## src/rtl/button_conditioner_pkg.sv

```systemverilog
// button_conditioner_pkg: shared FSM state type, default timing constants and button bit indices.
package button_conditioner_pkg;
  typedef enum logic [1:0] {IDLE, ARM_PRESS, PRESSED, ARM_RELEASE} btn_state_e;
  localparam int N_BTN_DEF = 3;
  localparam logic [19:0] DEBOUNCE_DEF = 20'd1_000_000;
  localparam logic [27:0] HOLD_DEF = 28'd50_000_000;
  localparam logic [27:0] REPEAT_DEF = 28'd10_000_000;
  localparam int BTN_C = 0;
  localparam int BTN_L = 1;
  localparam int BTN_R = 2;
endpackage

```

## src/rtl/button_conditioner_if.sv

```systemverilog
// button_conditioner_if: raw button inputs and conditioned level/strobe outputs.
interface button_conditioner_if
  import button_conditioner_pkg::*;
#(
  parameter int N_BTN = N_BTN_DEF
);
  logic [N_BTN-1:0] btn_in;
  logic [N_BTN-1:0] btn_level;
  logic [N_BTN-1:0] btn_press;
  logic [N_BTN-1:0] btn_release;
  logic [N_BTN-1:0] btn_repeat;
  modport master (output btn_in, input btn_level, btn_press, btn_release, btn_repeat);
  modport slave (input btn_in, output btn_level, btn_press, btn_release, btn_repeat);
endinterface

```

## src/rtl/button_channel.sv

```systemverilog
// button_channel: synchronizer, debounce FSM and auto-repeat timer for one button.
module button_channel
  import button_conditioner_pkg::*;
#(
  parameter logic [19:0] DEBOUNCE_CYCLES = DEBOUNCE_DEF,
  parameter logic [27:0] HOLD_CYCLES = HOLD_DEF,
  parameter logic [27:0] REPEAT_CYCLES = REPEAT_DEF
) (
  input  logic clk,
  input  logic rst_n,
  input  logic btn_in,
  output logic btn_level,
  output logic btn_press,
  output logic btn_release,
  output logic btn_repeat
);
  localparam int DW = $clog2(DEBOUNCE_CYCLES);
  localparam int HW = $clog2(HOLD_CYCLES > REPEAT_CYCLES ? HOLD_CYCLES : REPEAT_CYCLES);
  // Entry into an ARM state is the first stable cycle, so the exit compare is one short.
  localparam logic [DW-1:0] DB_LAST = DW'(DEBOUNCE_CYCLES - 20'd2);
  localparam logic [HW-1:0] HOLD_LAST = HW'(HOLD_CYCLES - 28'd1);
  localparam logic [HW-1:0] REP_LAST = HW'(REPEAT_CYCLES - 28'd1);
  btn_state_e state_q, state_d;
  logic s1_q, s2_q;
  logic [DW-1:0] dcnt_q, dcnt_d;
  logic [HW-1:0] hcnt_q, hcnt_d;
  logic rep_q, rep_d;
  logic level_q, level_d, press_q, press_d, rel_q, rel_d, rpt_q, rpt_d;
  logic [HW-1:0] hold_tgt;
  assign hold_tgt = rep_q ? REP_LAST : HOLD_LAST;
  always_comb begin
    state_d = state_q;
    dcnt_d = (dcnt_q == '1) ? dcnt_q : dcnt_q + DW'(1);
    hcnt_d = hcnt_q;
    rep_d = rep_q;
    level_d = level_q;
    press_d = 1'b0;
    rel_d = 1'b0;
    rpt_d = 1'b0;
    case (state_q)
      IDLE: if (s2_q) begin
        state_d = ARM_PRESS;
        dcnt_d = '0;
      end
      ARM_PRESS: if (!s2_q) state_d = IDLE;
      else if (dcnt_q == DB_LAST) begin
        state_d = PRESSED;
        level_d = 1'b1;
        press_d = 1'b1;
        hcnt_d = '0;
        rep_d = 1'b0;
      end
      PRESSED: if (!s2_q) begin
        state_d = ARM_RELEASE;
        dcnt_d = '0;
      end else if (hcnt_q == hold_tgt) begin
        rpt_d = 1'b1;
        hcnt_d = '0;
        rep_d = 1'b1;
      end else hcnt_d = (hcnt_q == '1) ? hcnt_q : hcnt_q + HW'(1);
      ARM_RELEASE: if (s2_q) begin
        state_d = PRESSED;
        hcnt_d = '0;
        rep_d = 1'b0;
      end else if (dcnt_q == DB_LAST) begin
        state_d = IDLE;
        level_d = 1'b0;
        rel_d = 1'b1;
      end
      default: state_d = IDLE;
    endcase
  end
  always_ff @(posedge clk) begin
    if (!rst_n) begin
      state_q <= IDLE;
      s1_q <= 1'b0;
      s2_q <= 1'b0;
      dcnt_q <= '0;
      hcnt_q <= '0;
      rep_q <= 1'b0;
      level_q <= 1'b0;
      press_q <= 1'b0;
      rel_q <= 1'b0;
      rpt_q <= 1'b0;
    end else begin
      state_q <= state_d;
      s1_q <= btn_in;
      s2_q <= s1_q;
      dcnt_q <= dcnt_d;
      hcnt_q <= hcnt_d;
      rep_q <= rep_d;
      level_q <= level_d;
      press_q <= press_d;
      rel_q <= rel_d;
      rpt_q <= rpt_d;
    end
  end
  assign btn_level = level_q;
  assign btn_press = press_q;
  assign btn_release = rel_q;
  assign btn_repeat = rpt_q;
endmodule

```

## src/rtl/button_conditioner.sv

```systemverilog
// button_conditioner: N_BTN independent debounce/strobe/auto-repeat channels.
module button_conditioner
  import button_conditioner_pkg::*;
#(
  parameter int N_BTN = N_BTN_DEF,
  parameter logic [19:0] DEBOUNCE_CYCLES = DEBOUNCE_DEF,
  parameter logic [27:0] HOLD_CYCLES = HOLD_DEF,
  parameter logic [27:0] REPEAT_CYCLES = REPEAT_DEF
) (
  input logic clk,
  input logic rst_n,
  button_conditioner_if.slave bus
);
  for (genvar i = 0; i < N_BTN; i++) begin : g_ch
    button_channel #(
      .DEBOUNCE_CYCLES(DEBOUNCE_CYCLES),
      .HOLD_CYCLES(HOLD_CYCLES),
      .REPEAT_CYCLES(REPEAT_CYCLES)
    ) u_ch (
      .clk(clk),
      .rst_n(rst_n),
      .btn_in(bus.btn_in[i]),
      .btn_level(bus.btn_level[i]),
      .btn_press(bus.btn_press[i]),
      .btn_release(bus.btn_release[i]),
      .btn_repeat(bus.btn_repeat[i])
    );
  end
endmodule

```

## src/flat_wrapper.sv

```systemverilog
// flat-port wrapper written by rule: the top's interface ports become plain ports
module button_conditioner_flat import button_conditioner_pkg::*;
#(
  parameter int N_BTN = N_BTN_DEF,
  parameter logic [19:0] DEBOUNCE_CYCLES = DEBOUNCE_DEF,
  parameter logic [27:0] HOLD_CYCLES = HOLD_DEF,
  parameter logic [27:0] REPEAT_CYCLES = REPEAT_DEF
)
  (clk, rst_n, bus_btn_in, bus_btn_level, bus_btn_press, bus_btn_release, bus_btn_repeat);
  button_conditioner_if #(.N_BTN(N_BTN)) bus_i ();
  input logic clk;
  input logic rst_n;
  input wire logic [$bits(bus_i.btn_in)-1:0] bus_btn_in;
  output wire logic [$bits(bus_i.btn_level)-1:0] bus_btn_level;
  output wire logic [$bits(bus_i.btn_press)-1:0] bus_btn_press;
  output wire logic [$bits(bus_i.btn_release)-1:0] bus_btn_release;
  output wire logic [$bits(bus_i.btn_repeat)-1:0] bus_btn_repeat;
  assign bus_i.btn_in = bus_btn_in;
  assign bus_btn_level = bus_i.btn_level;
  assign bus_btn_press = bus_i.btn_press;
  assign bus_btn_release = bus_i.btn_release;
  assign bus_btn_repeat = bus_i.btn_repeat;
  button_conditioner #(.N_BTN(N_BTN), .DEBOUNCE_CYCLES(DEBOUNCE_CYCLES), .HOLD_CYCLES(HOLD_CYCLES), .REPEAT_CYCLES(REPEAT_CYCLES)) u_core (.clk(clk), .rst_n(rst_n), .bus(bus_i));
endmodule
```

## config.mk

```make
export PLATFORM = sky130hd
export DESIGN_NAME = button_conditioner_flat
export DESIGN_NICKNAME = d
export VERILOG_FILES = /design/src/rtl/button_conditioner_pkg.sv /design/src/rtl/button_conditioner_if.sv /design/src/rtl/button_channel.sv /design/src/rtl/button_conditioner.sv /design/src/flat_wrapper.sv
export SDC_FILE = /design/constraint.sdc
export NUM_CORES = 1
export LEC_CHECK = 0
export BUFFER_PORTS_ARGS = -buffer_cell sky130_fd_sc_hd__clkbuf_2
export CAP_MARGIN = 20
export CORE_MARGIN = 2
export CORE_UTILIZATION = 50
export CTS_CLUSTER_DIAMETER = 150
export DETAILED_ROUTE_END_ITERATION = 10
export PLACE_DENSITY = 0.65
export SLEW_MARGIN = 20
export SYNTH_ARGS = -nofsm -noshare
export SYNTH_HDL_FRONTEND = slang
export SYNTH_SLANG_ARGS = --single-unit
```

## constraint.sdc

```tcl
create_clock -name clk -period 3.3 [get_ports clk]
set_input_delay 0.66 -clock clk [delete_from_list [all_inputs] [get_ports clk]]
set_output_delay 0.66 -clock clk [all_outputs]
set_load 0.01 [all_outputs]
```

==> results of run 1 <==
==> worst max-delay path, stage by stage (launching register included) <==
cell and delay [ns]:
dfxtp_1 0.35, ha_1 0.28, and2_1 0.20, and2_1 0.26
o2111a_1 0.30, nor2_1 0.85, o21ai_0 0.22, a31oi_1 0.21
==> Yosys cell counts (10+ instances only) <==
master    number  share of area
a211oi_1      10         0.0088
a21oi_1       69          0.040
a31oi_1       28          0.020
and2_1        15          0.011
and3_1        20          0.015
and4_1        16          0.016
buf_4         13          0.011
clkbuf_1      45          0.020
dfxtp_1      165           0.39
inv_1         23          0.010
mux2i_1       10          0.012
nand2_1      102          0.045
nand2b_1      12         0.0088
nand3_1       70          0.041
nand4_1       42          0.031
nor2_1       110          0.048
nor3_1        49          0.029
nor4_1        19          0.014
o211ai_1      10         0.0088
o21ai_0       39          0.023
or3_1         20          0.015
or4_1         10         0.0088
xnor2_1       22          0.022
xor2_1        23          0.024
==> path summary, 6_finish.rpt <==
check                                      from                              to  slack [ns]
setup reg to reg  u_core.g_ch[0].u_ch.hcnt_q[0]  u_core.g_ch[0].u_ch.hcnt_q[23]        0.56
setup / recovery  u_core.g_ch[0].u_ch.hcnt_q[0]  u_core.g_ch[0].u_ch.hcnt_q[23]        0.56
hold / removal         u_core.g_ch[1].u_ch.s1_q        u_core.g_ch[1].u_ch.s2_q        0.43
hold reg to reg        u_core.g_ch[1].u_ch.s1_q        u_core.g_ch[1].u_ch.s2_q        0.43
==> registers in the layout, summed over array words and instances, names as in the netlist, named ones only <==
| register | cells |
|---|---|
| u_core.g_ch.u_ch.btn_level | 3 |
| u_core.g_ch.u_ch.btn_press | 3 |
| u_core.g_ch.u_ch.btn_release | 3 |
| u_core.g_ch.u_ch.btn_repeat | 3 |
| u_core.g_ch.u_ch.dcnt_q | 60 |
| u_core.g_ch.u_ch.hcnt_q | 78 |
| u_core.g_ch.u_ch.rep_q | 3 |
| u_core.g_ch.u_ch.s1_q | 3 |
| u_core.g_ch.u_ch.s2_q | 3 |
| u_core.g_ch.u_ch.state_q | 3 |
==> cells by family (layout without fill, tap and decap cells) <==
family	after synthesis	count (layout)
simple gates	538	538
compound gates	218	218
flops	165	165
buf+inv	91	88
xor+xnor	45	45
mux	10	10
fa+ha+maj	9	9
==> per-layer routing <==
layer,routed length [um],up-vias,GRT usage
met5,0,-,0
met4,335,0,0.0772
met3,870,29,0.0420
met2,9050,182,0.361
met1,9510,3687,0.309
li1,-,3926,-
==> final cells by class <==
type                       count  area [um^2]  area share
multi-input combinational    820         4860       0.519
sequential                   165         3300       0.353
clock buffer                  20          437      0.0466
tap                          220          275      0.0294
timing repair buffer          35          223      0.0238
clock inverter                10          181      0.0194
inverter                      23         86.3     0.00922
==> where the power goes <==
group | switching [mW] | internal [mW] | leakage [nW]
sequential | 0.0227 | 2.01 | 1.33
combinational | 0.0698 | 0.0389 | 1.43
clock | 0.789 | 1.33 | 0.300
total | 0.881 | 3.38 | 3.06
==> metrics by stage <==
| stage | hold WS, ns | setup slack (ns) | instances | instance area [um^2] |
|---|---|---|---|---|
| 6_report | 0.432 | 0.557 | 1293 | 9360 |
| 5_1_grt | 0.424 | 0.344 | 1293 | 9360 |
| 4_1_cts | 0.418 | 0.597 | 1293 | 9360 |
| 3_5_place_dp | 0.421 | 0.597 | 1263 | 8740 |
| 3_3_place_gp | 0.415 | 0.682 | 1263 | 8740 |
| 2_1_floorplan | 0.412 | 0.953 | 1076 | 8570 |
==> summary.md, run 1 <==
| Metric | Value |
|---|---|
| Pre-Repair DR Iteration Count | 5 |
| Multiplexer share of the synthesized area | 0.0117 |
| Crit path launch type | flop |
| Layout cells sized above 1 | 0.0746 |
| Die height | 135 um |
| Post-Synthesis Cell Area | 8570 um^2 |
| Hold buffer count at CTS | 0 |
| Area Overhead vs Synth | 9.30% |
| Antenna cells | 0 |
| Final Hold Fails | 0 |
| Worst-Margin Slew | 1.04 ns |
| Row Count | 47 |
| ANT nets after route | 0 |
| Synth Area in Compound Gates | 0.163 |
| Nature of the critical path endpoint | flop |
| PortBufs | 16 |
| Worst r2r path cells | 7 |
| Initial core utilization | 0.515 |
| Warnings, synthesis | 0 |
| Commonest non-fill, non-tap cell in the layout | dfxtp_1 |
| Vias in the first global route | 7093 |
| Clock Sink Count | 165 |
| Ys flop type | dfxtp_1 |
| Die area | 18200 um^2 |
| Simple-Gate Fraction of Synth Area | 0.333 |
| Fill cell count | 1582 |
| Grt ovf | 0 |
| Fin util | 0.563 |
| Setup Viol. Count Final | 0 |
| Post-CTS setup repair buffer count | 0 |
| Worst Hold Class | flop to flop |
| Post-synth EDFFs | 0 |
| LEAKAGE | 3.06 nW |
| Final Power | 4.26 mW |
| Sequential area share after synthesis | 0.386 |
| # nets final | 1076 |
| Critical Path AT | 3.10 ns |
| Synthesized flop and latch total | 165 |
| Fmax | 365 MHz |
| Syn avg cell area | 7.96 um^2 |
| Slew headroom | 0.306 |
| Vias per cell | 6.05 |
| CTS buffer count | 17 |
| PwrDens | 455 nW/um^2 |
| Unique masters post-synth | 67 |
| Core ar. | 16600 um^2 |
| Syn Inst Count | 1076 |
| CTS resizes | 0 |
| Initial antenna violation count | 0 |
| First-pass GRT wire length | 34200 um |
| 1st-iter DRT viols | 553 |
| Worst setup path category | flop to flop |
| Largest net degree at the start of global routing | 43 |
| Hold Path Cell Cnt | 1 |
| H-tree levels | 4 |
| Largest family of logic cells by synthesized area | simple AND/OR/NAND/NOR gates |
| Tcrit/Tclk final | 0.831 |
| Final setup TNS | 0 ns |
| Drt total wl | 19800 um |
| CTS tree | yes |
| Worst VDD drop | 0.423 mV |
| HPWL after DPL | 13700 um |
| Ys async rst share | 0 |
| Outcome | complete, no violations |
| Final Critical Period | 2.74 ns |
| Max Slew Vio Count | 0 |
| Max-cap violations | 0 |
| Layout Skew | 0.00604 ns |
| Per-cell routed wire length | 15.3 um |
| RSZ-0062 raised after global routing | false |
| Clock-pin slew on the worst setup and hold paths | 0.06 ns |
| IO Count | 17 |
| Commonest non-fill, non-tap cells in the layout | 165 x dfxtp_1, 110 x nor2_1, 102 x nand2_1 |
| GPL Wtd Cong | 0.901 |
| Worst EP required | 3.66 ns |
| Die W | 135 um |
| GRT Resource Usage Total | 0.226 |
| Longest Clk Path Bufs | 2 |
| Clock latency on the worst-skew pair | 0.43 ns |
| Vias | 7824 |
| Crit path max fanout | 15 |
| Fraction of the mapped netlist area in adder cells | 0.0131 |
| Post-Syn Nets | 1090 |
| Post-Synth XOR/XNOR Area | 0.0460 |
| Root buffer cell | clkbuf_16 |
| Remaining DRCs | 0 |
No activity file was read; power rests on OpenSTA's default activity.
==> run 2, diff against run 1 <==
--- a/config.mk
+++ b/config.mk
@@ -11,7 +11,7 @@
 export CORE_UTILIZATION = 50
 export CTS_CLUSTER_DIAMETER = 150
 export DETAILED_ROUTE_END_ITERATION = 10
-export PLACE_DENSITY = 0.65
+export PLACE_DENSITY = 0.67
 export SLEW_MARGIN = 20
 export SYNTH_ARGS = -nofsm -noshare
 export SYNTH_HDL_FRONTEND = slang
==> constraint.sdc (replaced) <==
create_clock -name clk -period 2.5 [get_ports clk]
set_input_delay 0.5 -clock clk [delete_from_list [all_inputs] [get_ports clk]]
set_output_delay 0.5 -clock clk [all_outputs]
set_load 0.01 [all_outputs]
==> summary.md, run 2 (synthesis results as in run 1) <==
| Metric | Value |
|---|---|
| Final Hold Fails | 0 |
| Area Overhead vs Synth | 15.6% |
| Family with the most delay on the worst path | simple AND/OR/NAND/NOR gates |
| Max-cap violations | 0 |
| Post-route insts no fill | 1353 |
| Worst setup path category | flop to flop |
| ANT nets after route | 0 |
| Clock Sink Count | 165 |
| Worst-Margin Slew | 0.736 ns |
| Fill cell count | 1485 |
| Initial core utilization | 0.515 |
| RSZ-0062 raised after global routing | false |
| Worst VDD drop | 0.582 mV |
| Drt total wl | 20800 um |
| Placed Cells | 1320 |
| Slew headroom | 0.506 |
| Row Count | 47 |
| Outcome | complete, no violations |
| Layout Skew | 0.00891 ns |
| Worst reg-to-reg setup slack | 0.14 ns |
| LEAKAGE | 3.40 nW |
| Largest register FFs | 78 |
| IO Count | 17 |
| Commonest non-fill, non-tap cells in the layout | 164 x dfxtp_1, 108 x nor2_1, 102 x nand2_1 |
| Cell area after layout | 9900 um^2 |
| PwrDens | 580 nW/um^2 |
| Nature of the critical path endpoint | flop |
| Worst path bufs/invs | 1 |
| Worst slack, placed | -0.0619 ns |
| Max stage delay on crit path | 0.53 ns |
| Die W | 135 um |
| Multi-input logic area | 4910 um^2 |
| Layout cells sized above 1 | 0.133 |
| Register bank with the most flops | u_core.g_ch.u_ch.hcnt_q |
| Crit-path cells | inv_1 -> ha_2 -> or4b_1 -> nor3_2 -> a31oi_2 -> a211o_1 -> or4_1 -> o22ai_1 |
| Biggest regs | u_core.g_ch.u_ch.hcnt_q x78, u_core.g_ch.u_ch.dcnt_q x60 |
| Antenna cells | 0 |
| Crit path launch type | flop |
| Initial antenna violation count | 1 |
| Remaining DRCs | 0 |
| CTS buffer count | 17 |
| Tcrit/Tclk final | 0.945 |
| Per-cell routed wire length | 15.4 um |
| Worst hold margin | 0.286 ns |
| Vias | 8070 |
| Fin util | 0.595 |
| CP max-delay cell | or4_1 |
| Vias in the first global route | 7386 |
| Commonest non-fill, non-tap cell in the layout | dfxtp_1 |
| Final Power | 5.74 mW |
| Final setup margin | 0.138 ns |
| # nets final | 1134 |
| Fmax | 423 MHz |
| Longest Clk Path Bufs | 2 |
| Seq. cell area | 3300 um^2 |
| GPL Wtd Cong | 0.918 |
| Clock latency on the worst-skew pair | 0.43 ns |
| HPWL after DPL | 14200 um |
| First-pass GRT wire length | 35000 um |
| DP Area | 9180 um^2 |
| Largest net degree at the start of global routing | 60 |
| Worst EP required | 2.86 ns |
| GRT Resource Usage Total | 0.233 |
| Final setup TNS | 0 ns |
| Crit path max fanout | 6 |
| Grt ovf | 0 |
| Vias per cell | 5.96 |
| Die height | 135 um |
| Max Slew Vio Count | 0 |
| Die area | 18200 um^2 |
| Worst Hold Class | input pin to flop |
| 1st-iter DRT viols | 660 |
| Setup Viol. Count Final | 0 |
| Root buffer cell | clkbuf_16 |
| CTS tree | yes |
| Pre-Repair DR Iteration Count | 5 |
| H-tree levels | 4 |
| Final Critical Period | 2.36 ns |
| Core ar. | 16600 um^2 |
| Critical Path AT | 2.72 ns |
| PortBufs | 16 |
| Clock-pin slew on the worst setup and hold paths | 0.07 ns |
## run 2: cell types whose count changed in the layout (fill, tap and decap cells not counted), moves of 2 or more
| cell | before | now |
|---|---|---|
| buf_4 | 19 | 76 |
| clkbuf_1 | 3 | 0 |
| clkbuf_8 | 0 | 2 |
| clkinv_4 | 1 | 3 |
| nor2_1 | 110 | 108 |
| nor2_2 | 0 | 2 |
## run 2: where the power goes
group	internal, mW	switching (mW)
logic	0.0594	0.103
clock network	1.82	1.08
registers	2.65	0.0236
total	4.54	1.21
## run 2: repair_timing
action | in CTS | in global routing
hold buffers | 0 | 0
buffers inserted | 0 | 1
setup endpoints to repair | 14 | 36
gates resized for setup | 1 | 10
pin swaps | 0 | 3
gates cloned | 0 | 0
## run 2: layout make-up
cell class / count / share of cell area
Clock inverter: 13 / 0.0206
Clock buffer: 19 / 0.0457
Multi-Input combinational cell: 820 / 0.496
Tap cell: 220 / 0.0278
Timing Repair Buffer: 93 / 0.0677
Sequential cell: 165 / 0.334
Inverter: 23 / 0.00872
## run 2: path summary, 6_finish.rpt
kind,startpoint,endpoint,cells after the start
worst max-delay path,u_core.g_ch[1].u_ch.dcnt_q[0],u_core.g_ch[1].u_ch.hcnt_q[8],8
worst min-delay path,bus_btn_in[1],u_core.g_ch[1].u_ch.s1_q,2
worst max register to register,u_core.g_ch[1].u_ch.dcnt_q[0],u_core.g_ch[1].u_ch.hcnt_q[8],8
worst min register to register,u_core.g_ch[1].u_ch.s1_q,u_core.g_ch[1].u_ch.s2_q,1
## run 2: worst reg2reg max path, cell delays in order (launching register included)
cell     delay, ns
dfxtp_1       0.31
inv_1         0.05
ha_2          0.17
or4b_1        0.45
nor3_2        0.16
a31oi_2       0.12
a211o_1       0.33
or4_1         0.53
o22ai_1       0.15
## run 2: per-layer routing
layer	track usage	part of all wire	vias up
li1	-	-	4041
met1	0.321	0.48	3813
met2	0.366	0.46	197
met4	0.0719	0.010	0
met5	0	0	-
met3	0.0518	0.047	19
==> run 3, diff against run 2 <==
--- a/config.mk
+++ b/config.mk
@@ -5,13 +5,14 @@
 export SDC_FILE = /design/constraint.sdc
 export NUM_CORES = 1
 export LEC_CHECK = 0
-export BUFFER_PORTS_ARGS = -buffer_cell sky130_fd_sc_hd__clkbuf_2
+export BUFFER_PORTS_ARGS = -buffer_cell sky130_fd_sc_hd__buf_2
 export CAP_MARGIN = 20
 export CORE_MARGIN = 2
 export CORE_UTILIZATION = 50
 export CTS_CLUSTER_DIAMETER = 150
 export DETAILED_ROUTE_END_ITERATION = 10
 export PLACE_DENSITY = 0.67
+export SETUP_SLACK_MARGIN = 0.3
 export SLEW_MARGIN = 20
 export SYNTH_ARGS = -nofsm -noshare
 export SYNTH_HDL_FRONTEND = slang
==> summary.md, run 3 (synthesis results as in run 1) <==
| Metric | Value |
|---|---|
| Outcome | complete, no violations |
| Max stage delay on crit path | 0.47 ns |
| Sw Ratio | 0.220 |
| Vias | 8083 |
| IO Count | 17 |
| Worst VDD drop | 0.543 mV |
| GPL Wtd Cong | 0.911 |
| Initial antenna violation count | 0 |
| Cell Int Power | 4.29 mW |
| GRT Resource Usage Total | 0.233 |
| Fill cell count | 1445 |
| Per-cell routed wire length | 15.8 um |
| Antenna cells | 0 |
| Longest Clk Path Bufs | 2 |
| Clock latency on the worst-skew pair | 0.43 ns |
| H-tree levels | 4 |
| Worst setup path category | flop to flop |
| Clock power share | 0.482 |
| Max Slew Vio Count | 0 |
| PortBufs | 16 |
| Commonest non-fill, non-tap cells in the layout | 139 x dfxtp_1, 108 x nor2_1, 99 x nand2_1 |
| HPWL after DPL | 14300 um |
| Layout cells sized above 1 | 0.200 |
| Vias in the first global route | 7307 |
| CTS tree | yes |
| Max-cap violations | 0 |
| ANT nets after route | 0 |
| Remaining DRCs | 0 |
| # nets final | 1136 |
| Crit-path cells | inv_2 -> ha_4 -> or4b_4 -> nor3_4 -> a31oi_4 -> a211o_4 -> or4_4 -> o22ai_2 |
| First-pass GRT wire length | 35200 um |
| Reg power frac | 0.486 |
| Nature of the critical path endpoint | flop |
| PwrDens | 537 nW/um^2 |
| Worst EP required | 2.86 ns |
| CP max-delay cell | or4b_4 |
| Family with the most delay on the worst path | simple AND/OR/NAND/NOR gates |
| Drt total wl | 21400 um |
| Slew headroom | 0.535 |
| Register bank with the most flops | u_core.g_ch.u_ch.hcnt_q |
| Vias per cell | 5.97 |
| Core ar. | 16600 um^2 |
| Clock-pin slew on the worst setup and hold paths | 0.07 ns |
| Final setup TNS | 0 ns |
| Hold buffer count at CTS | 0 |
| Worst Hold Class | input pin to flop |
| Crit path max fanout | 7 |
| Biggest regs | u_core.g_ch.u_ch.hcnt_q x78, u_core.g_ch.u_ch.dcnt_q x60 |
| RSZ-0062 raised after global routing | true |
| Area Overhead vs Synth | 19.6% |
| Commonest non-fill, non-tap cell in the layout | dfxtp_1 |
| Die area | 18200 um^2 |
| Clock Sink Count | 165 |
| Largest net degree at the start of global routing | 33 |
| Initial core utilization | 0.515 |
| Crit path launch type | flop |
| Tcrit/Tclk final | 0.900 |
| Die height | 135 um |
| Worst-Margin Slew | 0.697 ns |
| CTS buffer count | 17 |
| Row Count | 47 |
| 1st-iter DRT viols | 667 |
| Final Critical Period | 2.25 ns |
| Worst path bufs/invs | 1 |
| Final Hold Fails | 0 |
| Combinational share of power | 0.032 |
| Largest register FFs | 78 |
| Pre-Repair DR Iteration Count | 5 |
| Worst reg-to-reg setup slack | 0.25 ns |
| Psw | 1.21 mW |
| Worst slack, placed | 0.0158 ns |
| Grt ovf | 0 |
| Fmax | 444 MHz |
| Final setup margin | 0.250 ns |
| Critical Path AT | 2.61 ns |
| LEAKAGE | 3.47 nW |
| Setup Viol. Count Final | 0 |
| Layout Skew | 0.00899 ns |
| Die W | 135 um |
| Root buffer cell | clkbuf_16 |
==> run 3: cell count changes in the layout (fill, tap and decap cells not counted), sizes merged <==
| cell | before | now |
|---|---|---|
| clkinv | 7 | 5 |
| clkinvlp | 1 | 3 |
| inv | 23 | 24 |
| bufinv | 5 | 2 |
| clkbuf | 35 | 21 |
| buf | 77 | 95 |
==> run 3: per-stage QoR <==
stage	utilization	hold WS, ns	cell area [um^2]	power (mW)	instances
2_1_floorplan	-	0.412	8600	2.84	1076
3_3_place_gp	0.544	0.412	9050	2.89	1300
3_5_place_dp	0.544	0.423	9060	2.90	1301
4_1_cts	0.591	0.269	9830	5.55	1342
5_1_grt	0.616	0.286	10200	5.70	1355
6_report	0.616	0.284	10200	5.50	1355
==> run 3: layer usage <==
metal  global-route usage  part of all wire  up-vias  wire, um
met5                    0                 0        -         0
met1                0.331              0.48     3781     10400
li1                     -                 -     4052         -
met3               0.0447             0.044       31       952
met2                0.363              0.46      219      9790
met4               0.0655             0.014        0       291
==> run 3: layout make-up <==
class,instances,area (um^2),area share
tap,220,275,0.0269
clock inverter,11,124,0.0121
sequential,165,3340,0.326
multi-input combinational,820,5250,0.512
inverter,23,86.3,0.00842
timing repair buffer,95,692,0.0675
clock buffer,21,480,0.0469
==> run 3: power groups by stage <==
| stage | Clock [mW] | Combinational, mW | Sequential [mW] |
|---|---|---|---|
| after floorplan | 0 | 0.108 | 2.73 |
| after global placement | 0 | 0.159 | 2.73 |
| after detailed placement | 0 | 0.161 | 2.74 |
| after CTS | 2.70 | 0.172 | 2.67 |
| after global routing | 2.82 | 0.197 | 2.68 |
| final | 2.66 | 0.176 | 2.67 |
==> run 3: timing repair <==
item,4_1_cts,5_1_grt
cloned,0,0
resized for setup,26,87
pin swaps,14,25
buffers inserted,9,13
setup endpoints to repair,51,102
==> run 3: final timing paths <==
path,start,endpoint,cells after the start
hold reg to reg,u_core.g_ch[2].u_ch.s1_q,u_core.g_ch[2].u_ch.s2_q,1
setup / recovery,u_core.g_ch[1].u_ch.dcnt_q[0],u_core.g_ch[1].u_ch.hcnt_q[8],8
setup reg to reg,u_core.g_ch[1].u_ch.dcnt_q[0],u_core.g_ch[1].u_ch.hcnt_q[8],8
hold / removal,bus_btn_in[0],u_core.g_ch[0].u_ch.s1_q,2
